## config.mk

```make
export PLATFORM = sky130hd
export DESIGN_NAME = ex_div_flat
export DESIGN_NICKNAME = d
export VERILOG_FILES = /design/src/rtl/ex_div_pkg.sv /design/src/rtl/ex_div_if.sv /design/src/rtl/ex_div.sv /design/src/flat_wrapper.sv
export SDC_FILE = /design/constraint.sdc
export NUM_CORES = 1
export LEC_CHECK = 0
export ABC_AREA = 1
export CORE_MARGIN = 4
export CORE_UTILIZATION = 61
export CTS_BUF_LIST = sky130_fd_sc_hd__clkbuf_4 sky130_fd_sc_hd__clkbuf_8 sky130_fd_sc_hd__clkbuf_16
export DETAILED_ROUTE_END_ITERATION = 6
export MAX_ROUTING_LAYER = met4
export PLACE_DENSITY = 0.84
export SYNTH_ARGS = -nofsm -noshare
export SYNTH_HDL_FRONTEND = slang
export SYNTH_SLANG_ARGS = --single-unit
export TNS_END_PERCENT = 30
```

## constraint.sdc

```tcl
create_clock -name clk -period 8.7 [get_ports clk]
set_input_delay 1.74 -clock clk [delete_from_list [all_inputs] [get_ports clk]]
set_output_delay 1.74 -clock clk [all_outputs]
set_load 0.05 [all_outputs]
```

## src/rtl/ex_div_pkg.sv

```systemverilog
// ============================================================================
// ex_div_pkg : shared encodings and widths for the execute-stage divider
// Revision   : 1.0
// ============================================================================
`default_nettype none

package ex_div_pkg;

  localparam int XLEN    = 32;
  localparam int RADDR_W = 5;

  // OP opcode; divide ops are distinguished by funct7 = 0000001 and funct3
  localparam logic [6:0] OPCODE_M = 7'b0110011;

  localparam logic [2:0] F3_DIV  = 3'b100;
  localparam logic [2:0] F3_DIVU = 3'b101;
  localparam logic [2:0] F3_REM  = 3'b110;
  localparam logic [2:0] F3_REMU = 3'b111;

  typedef enum logic [1:0] {
    ST_IDLE = 2'd0,
    ST_CALC = 2'd1,
    ST_DONE = 2'd2
  } state_e;

  function automatic logic [XLEN-1:0] neg2c(input logic [XLEN-1:0] v);
    return (~v) + XLEN'(1);
  endfunction

endpackage

`default_nettype wire

```

## src/rtl/ex_div_if.sv

```systemverilog
// ============================================================================
// ex_div_if : issue / result bundle between ex and the divider
// Revision  : 1.0
// ============================================================================
`default_nettype none

interface ex_div_if #(
  parameter int XLEN    = 32,
  parameter int RADDR_W = 5
);
  logic               start_i;
  logic [2:0]         funct3_i;
  logic [XLEN-1:0]    dividend_i;
  logic [XLEN-1:0]    divisor_i;
  logic [RADDR_W-1:0] rd_i;
  logic               hold_flag_i;
  logic               busy_o;
  logic               done_o;
  logic [XLEN-1:0]    result_o;
  logic [RADDR_W-1:0] rd_o;
  logic               rd_wr_en_o;

  modport master (
    output start_i, funct3_i, dividend_i, divisor_i, rd_i, hold_flag_i,
    input  busy_o, done_o, result_o, rd_o, rd_wr_en_o
  );

  modport slave (
    input  start_i, funct3_i, dividend_i, divisor_i, rd_i, hold_flag_i,
    output busy_o, done_o, result_o, rd_o, rd_wr_en_o
  );
endinterface

`default_nettype wire

```

## src/rtl/ex_div.sv

```systemverilog
// ============================================================================
// ex_div   : multi-cycle radix-2 restoring divider for RV32M DIV/DIVU/REM/REMU
// Revision : 1.0
// ============================================================================
`default_nettype none

module ex_div
  import ex_div_pkg::*;
(
  input  wire logic clk,
  input  wire logic rst_n,
  ex_div_if.slave   bus
);

  localparam int CNT_W = $clog2(XLEN);

  state_e             state_q, state_d;
  logic               op_rem_q, op_rem_d;
  logic               neg_a_q, neg_a_d;
  logic               neg_b_q, neg_b_d;
  logic [XLEN-1:0]    dvsr_q, dvsr_d;
  logic [XLEN-1:0]    rem_q, rem_d;
  logic [XLEN-1:0]    quot_q, quot_d;
  logic [CNT_W-1:0]   cnt_q, cnt_d;
  logic [XLEN-1:0]    result_q, result_d;
  logic [RADDR_W-1:0] rd_lat_q, rd_lat_d;
  logic [RADDR_W-1:0] rd_out_q, rd_out_d;

  logic            w_signed_op, w_a_neg, w_b_neg, w_div0, w_ovf, w_take;
  logic [XLEN-1:0] w_a_abs, w_b_abs, w_rem_nx, w_quot_nx, w_quot_fix, w_rem_fix;
  logic [XLEN:0]   w_shifted;

  assign w_signed_op = ~bus.funct3_i[0];
  assign w_a_neg     = w_signed_op & bus.dividend_i[XLEN-1];
  assign w_b_neg     = w_signed_op & bus.divisor_i[XLEN-1];
  assign w_a_abs     = w_a_neg ? neg2c(bus.dividend_i) : bus.dividend_i;
  assign w_b_abs     = w_b_neg ? neg2c(bus.divisor_i)  : bus.divisor_i;
  assign w_div0      = (bus.divisor_i == '0);
  assign w_ovf       = w_signed_op && (bus.dividend_i == {1'b1, {(XLEN-1){1'b0}}})
                       && (bus.divisor_i == '1);

  // Shifted partial remainder needs one extra bit: it can reach 2*divisor-1.
  assign w_shifted  = {rem_q, quot_q[XLEN-1]};
  assign w_take     = (w_shifted >= {1'b0, dvsr_q});
  assign w_rem_nx   = w_take ? (w_shifted[XLEN-1:0] - dvsr_q) : w_shifted[XLEN-1:0];
  assign w_quot_nx  = {quot_q[XLEN-2:0], w_take};
  assign w_quot_fix = (neg_a_q ^ neg_b_q) ? neg2c(w_quot_nx) : w_quot_nx;
  assign w_rem_fix  = neg_a_q ? neg2c(w_rem_nx) : w_rem_nx;

  always_comb begin
    state_d  = state_q;
    op_rem_d = op_rem_q;
    neg_a_d  = neg_a_q;
    neg_b_d  = neg_b_q;
    dvsr_d   = dvsr_q;
    rem_d    = rem_q;
    quot_d   = quot_q;
    cnt_d    = cnt_q;
    result_d = result_q;
    rd_lat_d = rd_lat_q;
    rd_out_d = rd_out_q;

    case (state_q)
      ST_IDLE: begin
        if (bus.start_i && !bus.hold_flag_i) begin
          op_rem_d = bus.funct3_i[1];
          neg_a_d  = w_a_neg;
          neg_b_d  = w_b_neg;
          dvsr_d   = w_b_abs;
          rem_d    = '0;
          quot_d   = w_a_abs;
          cnt_d    = '0;
          rd_lat_d = bus.rd_i;
          if (w_div0) begin
            result_d = bus.funct3_i[1] ? bus.dividend_i : '1;
            rd_out_d = bus.rd_i;
            state_d  = ST_DONE;
          end else if (w_ovf) begin
            // Most-negative / -1: quotient equals the dividend, remainder zero.
            result_d = bus.funct3_i[1] ? '0 : bus.dividend_i;
            rd_out_d = bus.rd_i;
            state_d  = ST_DONE;
          end else begin
            state_d  = ST_CALC;
          end
        end
      end
      ST_CALC: begin
        rem_d  = w_rem_nx;
        quot_d = w_quot_nx;
        cnt_d  = cnt_q + CNT_W'(1);
        if (cnt_q == CNT_W'(XLEN-1)) begin
          result_d = op_rem_q ? w_rem_fix : w_quot_fix;
          rd_out_d = rd_lat_q;
          state_d  = ST_DONE;
        end
      end
      ST_DONE: state_d = ST_IDLE;
      default: state_d = ST_IDLE;
    endcase

    if (bus.hold_flag_i) begin
      state_d  = ST_IDLE;
      result_d = result_q;
      rd_out_d = rd_out_q;
    end
  end

  always_ff @(posedge clk or negedge rst_n) begin
    if (!rst_n) begin
      state_q  <= ST_IDLE;
      op_rem_q <= 1'b0;
      neg_a_q  <= 1'b0;
      neg_b_q  <= 1'b0;
      dvsr_q   <= '0;
      rem_q    <= '0;
      quot_q   <= '0;
      cnt_q    <= '0;
      result_q <= '0;
      rd_lat_q <= '0;
      rd_out_q <= '0;
    end else begin
      state_q  <= state_d;
      op_rem_q <= op_rem_d;
      neg_a_q  <= neg_a_d;
      neg_b_q  <= neg_b_d;
      dvsr_q   <= dvsr_d;
      rem_q    <= rem_d;
      quot_q   <= quot_d;
      cnt_q    <= cnt_d;
      result_q <= result_d;
      rd_lat_q <= rd_lat_d;
      rd_out_q <= rd_out_d;
    end
  end

  assign bus.busy_o     = (state_q != ST_IDLE);
  assign bus.done_o     = (state_q == ST_DONE);
  assign bus.rd_wr_en_o = (state_q == ST_DONE);
  assign bus.result_o   = result_q;
  assign bus.rd_o       = rd_out_q;

endmodule

`default_nettype wire

```

## src/flat_wrapper.sv

```systemverilog
// flat-port wrapper written by rule: the top's interface ports become plain ports
module ex_div_flat import ex_div_pkg::*;
  (clk, rst_n, bus_start_i, bus_funct3_i, bus_dividend_i, bus_divisor_i, bus_rd_i, bus_hold_flag_i, bus_busy_o, bus_done_o, bus_result_o, bus_rd_o, bus_rd_wr_en_o);
  ex_div_if #(.XLEN(XLEN), .RADDR_W(RADDR_W)) bus_i ();
  input  wire logic clk;
  input  wire logic rst_n;
  input wire logic [$bits(bus_i.start_i)-1:0] bus_start_i;
  input wire logic [$bits(bus_i.funct3_i)-1:0] bus_funct3_i;
  input wire logic [$bits(bus_i.dividend_i)-1:0] bus_dividend_i;
  input wire logic [$bits(bus_i.divisor_i)-1:0] bus_divisor_i;
  input wire logic [$bits(bus_i.rd_i)-1:0] bus_rd_i;
  input wire logic [$bits(bus_i.hold_flag_i)-1:0] bus_hold_flag_i;
  output wire logic [$bits(bus_i.busy_o)-1:0] bus_busy_o;
  output wire logic [$bits(bus_i.done_o)-1:0] bus_done_o;
  output wire logic [$bits(bus_i.result_o)-1:0] bus_result_o;
  output wire logic [$bits(bus_i.rd_o)-1:0] bus_rd_o;
  output wire logic [$bits(bus_i.rd_wr_en_o)-1:0] bus_rd_wr_en_o;
  assign bus_i.start_i = bus_start_i;
  assign bus_i.funct3_i = bus_funct3_i;
  assign bus_i.dividend_i = bus_dividend_i;
  assign bus_i.divisor_i = bus_divisor_i;
  assign bus_i.rd_i = bus_rd_i;
  assign bus_i.hold_flag_i = bus_hold_flag_i;
  assign bus_busy_o = bus_i.busy_o;
  assign bus_done_o = bus_i.done_o;
  assign bus_result_o = bus_i.result_o;
  assign bus_rd_o = bus_i.rd_o;
  assign bus_rd_wr_en_o = bus_i.rd_wr_en_o;
  ex_div u_core (.clk(clk), .rst_n(rst_n), .bus(bus_i));
endmodule
```

==> results_dict.tcl <==
set metrics [dict create \
    io_pins 116 \
    max_freq_mhz 182 \
    fillCellCount 1879 \
    area_delta_synth_final_pct 14.3 \
    synthFlopType "dfrtp_1" \
    grt_pass1_wl_um 65600 \
    clockBufferDepth 2 \
    cts_tree "done" \
    detail_route.vias_per_cell 5.78 \
    nets 2277 \
    cts_resized 0 \
    synth_seq_cells 148 \
    synth_nets 2208 \
    clock_latency_ns 0.44 \
    drive_above_1_share_pct 5.66 \
    layout_min_cycle_time_ns 5.50 \
    skew_ns 0.0132 \
    synth_top_cell_by_area "dfrtp_1" \
    routedWlPerCell_um 16.7 \
    hold_path.class "reg -> reg" \
    num_rows 53 \
    drt_iter0_markers 1528 \
    root_buffer "clkbuf_16" \
    cp.required_ns 9.03 \
    yosysWarnings 0 \
    status "finished, violations left" \
    chipHeight_um 154 \
    rsz0062_at_grt "false" \
    worst_slack_ns 3.20 \
    path_class "reg -> reg" \
    cts_hold_buf 0 \
    syn_inst 2092 \
    post-place-cells 2417 \
    critPathLaunchType "flip-flop" \
    numCtsBuffers 17 \
    finalPower_w 0.00657 \
    arrival_ns 5.83 \
    fp.dieArea_um2 23800 \
    final_max_slew_viol_count 0 \
    die_x_um 154 \
    antennaDiodeCount 0 \
    coreArea_um2 21000 \
    vias 14200 \
    critPathCaptureType "flip-flop" \
    p_per_area_nw_per_um2 441 \
    fin_crit_sh_pct 63.3 \
    ys_types 52 \
    hpwl_um 30700 \
    hold_viol_final 0 \
    leakage_nw 7.51 \
    totalWireLength_um 40900 \
    async_reset_ff_share_pct 100 \
    tightest_slew_ns 1.16 \
    violations "design-rule violations" \
    first_pass_iters 7 \
    synth_edf_count 0 \
    instances_no_fill 2449 \
    ys_seq_area_share_pct 28.4 \
    grt_pass1_vias 13000 \
    syn_area_per_cell_um2 6.24 \
    antenna_found_initial 0 \
    initial_core_util_pct 62.1 \
    worstPathMaxFanout 42 \
    synth_area_um2 13100 \
    port_buffers 114 \
    fin_setup_tns_ns 0 \
    maxCapViolCount 0 \
    peakVddDrop_uv 368 \
    synth_area_leaders "dfrtp_1 28%, nand2_1 19%, inv_1 8.7%" \
    clkTransAtPathRegs_ns 0.07 \
    dp_slack_ns 2.92 \
    grtUsageTotal_pct 34.8 \
    tritoncts_num_sinks 148 \
    gp_congestion 0.989 \
    synth_top_area_share_pct 28.4 \
    setup_viol 0 \
    grt_max_degree 83 \
    max_slew_margin_pct 22.6 \
    r2r_slack_ns 3.20 \
    drt_drc_violations_left 2 \
    h-tree-depth 4 \
    grt.overflow.total 0 \
    post-cts-setup-buffer-count 0 \
    ant_nets 0 \
]
## worst paths after layout
check                                         from                      end  cells after the start
worst max-delay path               u_core.rem_q[6]  u_core.bus.result_o[28]                     26
worst min-delay path            u_core.rd_lat_q[1]       u_core.rd_lat_q[1]                      2
worst max register to register     u_core.rem_q[6]  u_core.bus.result_o[28]                     26
worst min register to register  u_core.rd_lat_q[1]       u_core.rd_lat_q[1]                      2
max in group asynchronous                    rst_n        u_core.dvsr_q[18]                      2
min in group asynchronous                    rst_n         u_core.rem_q[26]                      1
## final cells by class
type	instances	area [µm²]	area share [%]
Clock buffer	19	447	3.00
Multi-Input combinational cell	1552	7820	52.5
Inverter	316	1190	7.96
Tap cell	275	344	2.31
Clock inverter	13	173	1.16
Timing Repair Buffer	126	1230	8.27
Sequential cell	148	3700	24.8
## cell families after synthesis
logic type / after synthesis / share of synthesized area, %
DFF: 148 / 28.4
xor gates and xnor gates: 71 / 4.77
adders and majority gates: 40 / 3.89
buffers and inverters: 392 / 11.7
AOI/OAI and AO/OA: 384 / 16.7
and+or+nand+nor: 1057 / 34.5
## where the power goes
| group | total [W] | internal [W] | switching, W |
|---|---|---|---|
| clock network | 0.000795 | 0.000467 | 0.000328 |
| registers | 0.00121 | 0.000979 | 0.000233 |
| logic | 0.00457 | 0.00138 | 0.00319 |
## stage by stage
step	cell area, µm²	utilization (%)	hold WS [ns]
after global routing	14900	70.9	0.492
after CTS	14900	70.9	0.475
final	14900	70.9	0.474
after floorplan	13100	-	0.440
after global placement	14300	68.0	0.456
after detailed placement	14300	68.0	0.458
## synthesized netlist by cell type (26+ instances only)
| library cell | instances |
|---|---|
| nand3_1 | 118 |
| nor2_1 | 159 |
| nor3_1 | 31 |
| inv_1 | 301 |
| ha_1 | 39 |
| o221ai_1 | 26 |
| a21oi_1 | 97 |
| xor2_1 | 67 |
| o21ai_0 | 186 |
| nand2_1 | 647 |
| dfrtp_1 | 148 |
| clkbuf_1 | 57 |
## layout by cell type (no fill, tap or decap), types with 4 or more instances in the layout
master,Yosys,final
or2_2,4,4
nor4_1,9,9
dfrtp_1,148,148
buf_4,5,12
nor2_2,10,12
o22ai_1,18,18
clkbuf_16,0,17
nand2_1,647,647
o221ai_1,26,26
clkdlybuf4s50_1,0,113
nand2_2,25,25
a31oi_1,13,13
inv_1,301,300
nand3_2,5,5
a21oi_1,97,97
xor2_1,67,67
o21ai_1,16,16
nor3_1,31,30
inv_2,12,12
o211ai_1,8,8
nor3_2,3,4
o21bai_1,6,6
ha_1,39,39
nand2_4,4,4
nand4_1,25,25
xnor2_1,4,4
o21ai_0,186,186
nand3_1,118,118
nor2_1,159,157
nand3b_1,7,7
## layer usage
layer,global-route usage (%),part of all wire [%],routed length [µm],up-vias
met5,-,0,0,-
met4,10.5,2.5,1030,0
met3,4.81,8.6,3510,96
met2,53.7,46,18600,672
met1,48.2,43,17700,6534
li1,-,-,-,6864
## flip-flops by register name (all words and copies together) (netlist names)
register             cells
u_core.quot_q           32
u_core.state_q           2
u_core.dvsr_q           32
u_core.neg_a_q           1
u_core.cnt_q             5
u_core.bus.result_o     32
u_core.op_rem_q          1
u_core.bus.rd_o          5
u_core.rem_q            32
u_core.rd_lat_q          5
u_core.neg_b_q           1
## critical path, cell delays in order (launching register included)
cell	delay, ns
dfrtp_1	0.43
ha_1	0.41
nand2_1	0.19
nor2_1	0.09
nand3_1	0.16
nor2_1	0.06
nand2_1	0.09
nand2_2	0.10
nor2_8	0.27
nand2_4	0.37
inv_2	0.44
ha_1	0.25
inv_1	0.06
nor3_1	0.26
nand3_1	0.14
nor3_1	0.40
nand3_1	0.15
nand2_1	0.16
o21ai_0	0.32
a21oi_1	0.39
o21ai_0	0.20
o21ai_0	0.19
nand2_1	0.07
inv_1	0.06
nand2_1	0.05
nand2_1	0.05
nand2_1	0.05
Note: power is estimated with default switching activity, not from simulation.
